## config.mk

```make
export PLATFORM = sky130hd
export DESIGN_NAME = add_seq
export DESIGN_NICKNAME = d
export VERILOG_FILES = /design/src/rtl/add_pkg.sv /design/src/rtl/add_chunk.sv /design/src/rtl/full_adder.sv /design/src/rtl/add_seq.sv
export SDC_FILE = /design/constraint.sdc
export NUM_CORES = 1
export LEC_CHECK = 0
export BUFFER_PORTS_ARGS = -buffer_cell sky130_fd_sc_hd__buf_2
export CORE_MARGIN = 4
export CORE_UTILIZATION = 50
export DETAILED_ROUTE_END_ITERATION = 10
export PLACE_DENSITY = 0.87
export SLEW_MARGIN = 20
export SYNTH_ARGS = -nofsm -noshare
export SYNTH_HDL_FRONTEND = slang
export SYNTH_SLANG_ARGS = --single-unit
export TNS_END_PERCENT = 10
```

## constraint.sdc

```tcl
create_clock -name clk -period 6 [get_ports clk]
set_clock_uncertainty 0.05 [all_clocks]
set_input_delay 1.2 -clock clk [delete_from_list [all_inputs] [get_ports clk]]
set_output_delay 1.2 -clock clk [all_outputs]
set_load 0.02 [all_outputs]
```

## src/rtl/add_pkg.sv

```systemverilog
// Shared types and helpers for the chunked sequential adder.
package add_pkg;

    typedef enum logic [1:0] {
        IDLE = 2'd0,
        RUN  = 2'd1,
        DONE = 2'd2
    } state_e;

    // Chunk counter width: enough bits to index every chunk, never less than one.
    function automatic int cnt_width(input int nchunk);
        return (nchunk > 1) ? $clog2(nchunk) : 1;
    endfunction

endpackage

```

## src/rtl/add_chunk.sv

```systemverilog
// Combinational CHUNK-bit ripple-carry adder made of 1-bit full adders.
module add_chunk #(
    parameter int CHUNK = 8
) (
    input  logic [CHUNK-1:0] a,
    input  logic [CHUNK-1:0] b,
    input  logic             cin,
    output logic [CHUNK-1:0] s,
    output logic             cout
);

    // carry[i] feeds bit i; carry[CHUNK] leaves the chunk
    logic [CHUNK:0] carry;

    assign carry[0] = cin;
    assign cout     = carry[CHUNK];

    generate
        for (genvar gi = 0; gi < CHUNK; gi++) begin : g_bit
            full_adder u_fa (
                .a    (a[gi]),
                .b    (b[gi]),
                .cin  (carry[gi]),
                .s    (s[gi]),
                .cout (carry[gi+1])
            );
        end
    endgenerate

endmodule

```

## src/rtl/full_adder.sv

```systemverilog
// 1-bit full adder, the building block of the chunk ripple adder.
module full_adder (
    input  logic a,
    input  logic b,
    input  logic cin,
    output logic s,
    output logic cout
);

    assign s    = a ^ b ^ cin;
    assign cout = (a & b) | (cin & (a ^ b));

endmodule

```

## src/rtl/add_seq.sv

```systemverilog
// Multi-cycle WIDTH-bit adder: one CHUNK-bit slice per clock with the carry
// held in a register between slices. Valid/ready on both operand and result
// sides; operations never overlap.
// Optional feature: define ADD_SUB_EN to add the sub port (a - b when sub=1).
module add_seq
    import add_pkg::*;
#(
    parameter int WIDTH = 32,
    parameter int CHUNK = 8
) (
    input  logic             clk,
    input  logic             rst,
    input  logic             in_valid,
    output logic             in_ready,
    input  logic [WIDTH-1:0] a,
    input  logic [WIDTH-1:0] b,
    input  logic             cin,
`ifdef ADD_SUB_EN
    input  logic             sub,
`endif
    output logic             out_valid,
    input  logic             out_ready,
    output logic [WIDTH-1:0] sum,
    output logic             cout,
    output logic             ovf
);

    localparam int NCHUNK = WIDTH / CHUNK;
    localparam int CW     = cnt_width(NCHUNK);
    localparam logic [CW-1:0] LAST_IDX = CW'(NCHUNK - 1);

    generate
        if (WIDTH % CHUNK != 0) begin : g_bad_width
            $error("add_seq: WIDTH must be a multiple of CHUNK");
        end
    endgenerate

    state_e           state_q, state_d;
    logic [WIDTH-1:0] a_q, a_d;
    logic [WIDTH-1:0] b_q, b_d;       // holds b_eff (already inverted for subtract)
    logic [WIDTH-1:0] sum_q, sum_d;
    logic [CW-1:0]    idx_q, idx_d;
    logic             carry_q, carry_d;
    logic             ovf_q, ovf_d;

    logic [WIDTH-1:0] b_eff;
    logic             cin_eff;
    logic [CHUNK-1:0] chunk_a, chunk_b, chunk_s;
    logic             chunk_co;
    logic             accept;
    logic             last_chunk;

`ifdef ADD_SUB_EN
    assign b_eff   = sub ? ~b : b;
    assign cin_eff = sub ? 1'b1 : cin;
`else
    assign b_eff   = b;
    assign cin_eff = cin;
`endif

    assign chunk_a    = a_q[int'(idx_q) * CHUNK +: CHUNK];
    assign chunk_b    = b_q[int'(idx_q) * CHUNK +: CHUNK];
    assign accept     = in_valid && in_ready;
    assign last_chunk = (idx_q == LAST_IDX);

    add_chunk #(.CHUNK(CHUNK)) u_chunk (
        .a    (chunk_a),
        .b    (chunk_b),
        .cin  (carry_q),
        .s    (chunk_s),
        .cout (chunk_co)
    );

    // FSM state register
    always_ff @(posedge clk) begin
        if (rst) state_q <= IDLE;
        else     state_q <= state_d;
    end

    // FSM next-state logic
    always_comb begin
        state_d = state_q;
        case (state_q)
            IDLE:    if (in_valid) state_d = RUN;
            RUN:     if (last_chunk) state_d = DONE;
            DONE:    if (out_ready) state_d = IDLE;
            default: state_d = IDLE;
        endcase
    end

    // FSM outputs: handshake flags decoded from state only
    always_comb begin
        in_ready  = (state_q == IDLE);
        out_valid = (state_q == DONE);
    end

    // Datapath next-state: latch operands on accept, add one slice per RUN cycle
    always_comb begin
        a_d     = a_q;
        b_d     = b_q;
        sum_d   = sum_q;
        idx_d   = idx_q;
        carry_d = carry_q;
        ovf_d   = ovf_q;
        if (accept) begin
            a_d     = a;
            b_d     = b_eff;
            carry_d = cin_eff;
            idx_d   = '0;
        end else if (state_q == RUN) begin
            sum_d[int'(idx_q) * CHUNK +: CHUNK] = chunk_s;
            carry_d = chunk_co;
            if (last_chunk) begin
                idx_d = '0;
                ovf_d = (a_q[WIDTH-1] == b_q[WIDTH-1]) && (chunk_s[CHUNK-1] != a_q[WIDTH-1]);
            end else begin
                idx_d = idx_q + 1'b1;
            end
        end
    end

    // Datapath registers
    always_ff @(posedge clk) begin
        if (rst) begin
            a_q     <= '0;
            b_q     <= '0;
            sum_q   <= '0;
            idx_q   <= '0;
            carry_q <= 1'b0;
            ovf_q   <= 1'b0;
        end else begin
            a_q     <= a_d;
            b_q     <= b_d;
            sum_q   <= sum_d;
            idx_q   <= idx_d;
            carry_q <= carry_d;
            ovf_q   <= ovf_d;
        end
    end

    // The final carry stays in the carry register until the next acceptance.
    assign sum  = sum_q;
    assign cout = carry_q;
    assign ovf  = ovf_q;

endmodule

```

==> flow_metrics.env, run 1 <==
export IMPL_cts_setup_buffers=0
export IMPL_firstDrtPassIters=4
export IMPL_power_total_mw=1.34
export IMPL_critPathKind="reg -> reg"
export IMPL_routedWlPerCell_um=15.6
export IMPL_seqPwrFrac=0.542
export IMPL_ir_drop_uv=113
export IMPL_crit_cells=14
export IMPL_yosysWarnings=0
export IMPL_core_area_um2=8220
export IMPL_clkLatencyLatePin_ns=0.36
export IMPL_hold_violations=0
export IMPL_critPathRequiredTime_ns=6.22
export IMPL_seq_area_frac_synth=0.486
export IMPL_rrSetupSlack_ns=1.27
export IMPL_fin_crit_sh=0.789
export IMPL_cpLargestDelayFamily="adder cells"
export IMPL_holdBufCountCts=0
export IMPL_globalplace_congestion=0.820
export IMPL_placed_area_um2=4750
export IMPL_status="finished, final reports clean"
export IMPL_switchingPower_mw=0.365
export IMPL_antenna_cells=0
export IMPL_place_inst=626
export IMPL_initial_core_util=0.512
export IMPL_max_slew_margin=0.371
export IMPL_drc=0
export IMPL_r2r_cells=14
export IMPL_crit_top_cell="fa_1"
export IMPL_hp_class="reg -> reg"
export IMPL_period_needed_ns=4.73
export IMPL_antenna_found_initial=0
export IMPL_worst_pin_slew_ns=0.941
export IMPL_drt_vias_per_instance=5.41
export IMPL_drv_cap=0
export IMPL_hold_depth=2
export IMPL_avgSynthCellArea_um2=9.55
export IMPL_num_vias=3471
export IMPL_ys_types=36
export IMPL_rsz0062_at_grt="no"
export IMPL_cp_max_fo=18
export IMPL_fillers=682
export IMPL_power_density_nw_per_um2=271
export IMPL_timing_critical_path_buf_inv=3
export IMPL_final_cells=642
export IMPL_grt_total_usage=0.205
export IMPL_fp_dieW_um=99.7
export IMPL_grt_pass1_wl_mm=16.3
export IMPL_fp_row_count=33
export IMPL_layout_nets=615
export IMPL_dp_hpwl_mm=7.50
export IMPL_critPathLaunchType="flop"
export IMPL_p_int_mw=0.977
export IMPL_dieArea_um2=9940
export IMPL_grt_start_max_net_pins=76
export IMPL_slowest_delay_ns=0.67
export IMPL_grt_pass1_vias=3451
export IMPL_drt_iter0_markers=228
export IMPL_postRouteAntennaNets=0
export IMPL_cp_arrival_ns=4.95
export IMPL_whs_ns=0.413
export IMPL_syn_num_nets=523
export IMPL_finalSetupViolCount=0
export IMPL_clock_fmax_mhz=211
export IMPL_syn_to_final_growth_pct=17.9
export IMPL_worstSetupEndpointType="flop"
export IMPL_drive_above_1_share=0.272
export IMPL_crit_path_top_delay_cell="dfxtp_1"
export IMPL_cts_tree="done"
export IMPL_power_share_clock=0.328
export IMPL_overflow=0
export IMPL_clkSlewWorstSetupHoldPaths_ns=0.10
export IMPL_die_h_um=99.7
export IMPL_p_leak_nw=2.07
export IMPL_ys_ff_latch=102
export IMPL_cts_repair_resized=0
export IMPL_swShare=0.272
export IMPL_synth_area_um2=4200
export IMPL_portBuffers=104
export IMPL_fin_tns_setup_ns=0
export IMPL_p_comb_frac=0.129
export IMPL_h_tree_depth=3
export IMPL_cp_cell_sequence="buf_4 -> mux4_2 -> fa_1 -> fa_1 -> inv_1 -> fa_1 -> fa_1 -> fa_1 -> inv_1 -> fa_1 -> fa_1 -> and3b_1 -> a21oi_1 -> a311oi_1"
export IMPL_clockRootBuffer="clkbuf_8"
export IMPL_clk_path_buf_depth=2
export IMPL_cts_sinks=102
export IMPL_drt_total_wl_mm=10.0
export IMPL_final_area_um2=4960
export IMPL_cts_buffers=9
export IMPL_io_pins=105
export IMPL_final_max_slew_viol_count=0
export IMPL_netlist_instances=440
## per-stage QoR
step / setup slack (ns) / utilization
6_report: 1.27 / 0.603
5_1_grt: 0.984 / 0.603
4_1_cts: 1.27 / 0.603
3_5_place_dp: 1.29 / 0.578
3_3_place_gp: 1.40 / 0.578
2_1_floorplan: 1.70 / -
## registers in the layout, summed over array words and instances, names as in the netlist
name / cells
cout: 1
state_q: 2
sum: 32
ovf: 1
idx_q: 2
b_q: 32
a_q: 32
## routing by layer
| layer | vias up | part of all wire | GRT usage |
|---|---|---|---|
| met5 | - | 0 | 0 |
| met4 | 0 | 0.022 | 0.0914 |
| met3 | 19 | 0.065 | 0.0442 |
| met2 | 118 | 0.48 | 0.329 |
| met1 | 1637 | 0.43 | 0.266 |
| li1 | 1697 | - | - |
## final timing paths
kind,from,end
setup / recovery,idx_q[0],ovf
hold / removal,a_q[1],a_q[1]
setup reg to reg,idx_q[0],ovf
hold reg to reg,a_q[1],a_q[1]
## worst register-to-register path, delay by kind of cell (launching register included)
kind / cells / cell delay [ns]
adders and majority gates: 7 / 2.28
AOI/OAI and AO/OA: 2 / 0.30
buffers and inverters: 3 / 0.50
muxes: 1 / 0.57
DFF: 1 / 0.67
and+or+nand+nor: 1 / 0.26
## cell usage in the layout (no fill, tap or decap), drive strengths merged
cell        n
clkinvlp    1
inv        16
a311oi      1
buf       109
bufinv      1
nand2b      2
clkbuf      9
nor3        1
and3b       1
o21ai       4
o211a       1
o2bb2ai    12
a32o        4
nor3b       2
a211oi      1
nand3       5
and4        2
mux4       16
fa          8
or3b        1
a21oi      71
nor4b       2
dfxtp     102
and4b       1
nor2        4
nor2b       3
ha          6
nand4       2
nand3b      1
a22o       12
mux2i       2
nand2     129
nand4b      1
clkinv      4
## Yosys cell counts
library cell	n	area [um^2]
a211oi_2	1	12.5
a21oi_1	70	350
a21oi_2	1	8.76
a22o_1	12	105
a311oi_1	1	8.76
a32o_1	4	40.0
and3b_1	1	8.76
and4_1	2	17.5
and4b_1	1	10.0
buf_2	13	65.1
buf_4	1	7.51
buf_6	3	33.8
clkbuf_1	11	41.3
clkinv_1	1	3.75
dfxtp_1	102	2040
fa_1	8	160
ha_1	6	75.1
inv_1	14	52.6
mux2i_1	2	20.0
mux4_2	16	360
nand2_1	129	484
nand2b_1	2	12.5
nand3_1	5	25.0
nand3b_1	1	7.51
nand4_1	2	12.5
nand4b_1	1	8.76
nor2_1	4	15.0
nor2b_1	3	18.8
nor3_1	1	5.00
nor3b_1	2	15.0
nor4b_1	1	8.76
nor4b_4	1	23.8
o211a_1	1	10.0
o21ai_0	4	20.0
o2bb2ai_1	12	105
or3b_1	1	8.76
## final cells by class
| cell class | count | area, um^2 | area share |
|---|---|---|---|
| inverter | 15 | 56.3 | 0.0114 |
| multi-input combinational | 295 | 1960 | 0.396 |
| sequential | 102 | 2040 | 0.412 |
| clock inverter | 7 | 81.3 | 0.0164 |
| clock buffer | 9 | 124 | 0.0250 |
| tap | 105 | 131 | 0.0265 |
| timing repair buffer | 109 | 558 | 0.113 |
## power groups by stage
stage	sequential [mW]	combinational, mW	clock, mW
final	0.728	0.174	0.440
after global routing	0.731	0.192	0.475
after CTS	0.728	0.173	0.447
after detailed placement	0.744	0.173	0
after global placement	0.742	0.167	0
after floorplan	0.740	0.118	0
## logic make-up after synthesis
logic type | share of synthesized area
compound gates | 0.157
fa+ha+maj | 0.0560
buf+inv | 0.0485
flops | 0.486
mux | 0.0905
simple gates | 0.162
No activity file was read; power rests on OpenSTA's default activity.
==> inputs of run 2 (changes only) <==
==> constraint.sdc (replaced) <==
create_clock -name clk -period 4.9 [get_ports clk]
set_clock_uncertainty 0.05 [all_clocks]
set_input_delay 0.98 -clock clk [delete_from_list [all_inputs] [get_ports clk]]
set_output_delay 0.98 -clock clk [all_outputs]
set_load 0.02 [all_outputs]
==> run 2 against run 1 <==
Sequential share of layout area is 0.18 points higher. Sequential power rose by 22%. Critical path depth is 2 higher. Largest cell class unchanged. Highest routed layer unchanged.
==> flow_metrics.env, run 2 (same netlist as run 1, synthesis figures left out) <==
export IMPL_status="finished, final reports clean"
export IMPL_core_area_um2=8220
export IMPL_holdBufCountCts=0
export IMPL_cts_sinks=102
export IMPL_cts_repair_resized=0
export IMPL_min_from="a_q[20]"
export IMPL_rsz0062_at_grt="no"
export IMPL_drive_above_1_share=0.269
export IMPL_cts_buffers=9
export IMPL_period_needed_ns=4.38
export IMPL_clkLatencyLatePin_ns=0.36
export IMPL_whs_endpoint="a_q[20]"
export IMPL_finalSetupViolCount=0
export IMPL_layout_nets=616
export IMPL_place_inst=627
export IMPL_routedWlPerCell_um=15.4
export IMPL_fp_dieW_um=99.7
export IMPL_clockRootBuffer="clkbuf_8"
export IMPL_ir_drop_uv=174
export IMPL_hold_violations=0
export IMPL_clkSlewWorstSetupHoldPaths_ns=0.09
export IMPL_r2r_start="idx_q[1]"
export IMPL_hp_class="reg -> reg"
export IMPL_drt_iter0_markers=203
export IMPL_die_h_um=99.7
export IMPL_drc=0
export IMPL_final_cell_mix="nand2_1, buf_2, dfxtp_1, a21oi_1, mux4_2"
export IMPL_fin_tns_setup_ns=0
export IMPL_dieArea_um2=9940
export IMPL_placed_area_um2=4760
export IMPL_finalWorstSetupSlack_ns=0.517
export IMPL_final_area_um2=4930
export IMPL_drt_total_wl_mm=9.86
export IMPL_io_pins=105
export IMPL_p_leak_nw=2.06
export IMPL_r2r_end="ovf"
export IMPL_clk_path_buf_depth=2
export IMPL_antenna_found_initial=0
export IMPL_antenna_cells=0
export IMPL_grt_pass1_vias=3354
export IMPL_layout_commonest_cell="nand2_1"
export IMPL_postRouteAntennaNets=0
export IMPL_initial_core_util=0.512
export IMPL_fin_crit_sh=0.895
export IMPL_cts_setup_buffers=0
export IMPL_critPathRequiredTime_ns=5.12
export IMPL_cp_arrival_ns=4.60
export IMPL_dp_hpwl_mm=7.52
export IMPL_grt_start_max_net_pins=69
export IMPL_final_cells=641
export IMPL_globalplace_congestion=0.796
export IMPL_critPathLaunchType="flop"
export IMPL_cts_tree="done"
export IMPL_rrSetupSlack_ns=0.52
export IMPL_overflow=0
export IMPL_max_slew_margin=0.399
export IMPL_power_density_nw_per_um2=324
export IMPL_cp_max_fo=10
export IMPL_portBuffers=104
export IMPL_num_vias=3457
export IMPL_syn_to_final_growth_pct=17.4
export IMPL_fp_row_count=33
export IMPL_grt_pass1_wl_mm=16.0
export IMPL_firstDrtPassIters=4
export IMPL_post_place_ws_ns=0.563
export IMPL_drt_vias_per_instance=5.39
export IMPL_worst_pin_slew_ns=0.900
export IMPL_critPathKind="reg -> reg"
export IMPL_hold_depth=2
export IMPL_drv_cap=0
export IMPL_worstSetupEndpointType="flop"
export IMPL_h_tree_depth=3
export IMPL_grt_total_usage=0.202
export IMPL_final_max_slew_viol_count=0
export IMPL_r2r_cells=16
export IMPL_clock_fmax_mhz=228
run 2: changes by cell type in the layout (fill, tap and decap cells not counted), sizes merged:
cell	change
buf	+1
inv	-1
clkinvlp	-1
clkinv	-1
clkbuf	+1
run 2: per-layer routing:
layer	up-vias	global-route usage	wire length, um
met5	-	0	0
met4	0	0.0672	207
met3	18	0.0554	720
met2	135	0.329	4790
met1	1606	0.261	4150
li1	1698	-	-
run 2: critical path, cell delays in order, from the launching register on:
cell	delay (ns)
dfxtp_1	0.61
mux4_2	0.28
inv_1	0.05
fa_1	0.38
inv_1	0.08
fa_1	0.18
fa_1	0.17
inv_1	0.05
fa_1	0.38
fa_1	0.41
fa_1	0.37
inv_1	0.08
fa_1	0.18
fa_1	0.50
and3b_1	0.26
a21oi_1	0.05
a311oi_1	0.25
run 2: worst max-delay path by stage:
stage,cells after the start,slack (ns),end,from
after floorplan,17,0.60,ovf,idx_q[0]
after CTS,16,0.53,ovf,idx_q[1]
after global routing,16,0.26,ovf,idx_q[1]
after global placement,16,0.67,ovf,idx_q[1]
after detailed placement,16,0.56,ovf,idx_q[1]
final,16,0.52,ovf,idx_q[1]
run 2: per-stage QoR:
step / total power [mW] / util / hold slack [ns]
after CTS: 1.61 / 0.601 / 0.408
after detailed placement: 1.12 / 0.579 / 0.396
after global placement: 1.11 / 0.579 / 0.389
final: 1.60 / 0.601 / 0.407
after floorplan: 1.05 / - / 0.383
after global routing: 1.66 / 0.601 / 0.434
run 2: power by group:
part           total (mW)  switching [mW]  internal, mW
combinational       0.214           0.126        0.0877
sequential          0.889          0.0230         0.866
clock               0.495           0.264         0.231
total                1.60           0.413          1.19
run 2: final cells by class:
| type | count | area, um^2 |
|---|---|---|
| clock buffer | 10 | 128 |
| tap | 105 | 131 |
| clock inverter | 4 | 48.8 |
| timing repair buffer | 110 | 566 |
| multi-input combinational | 295 | 1960 |
| sequential | 102 | 2040 |
| inverter | 15 | 56.3 |
| fill | 700 | 3280 |
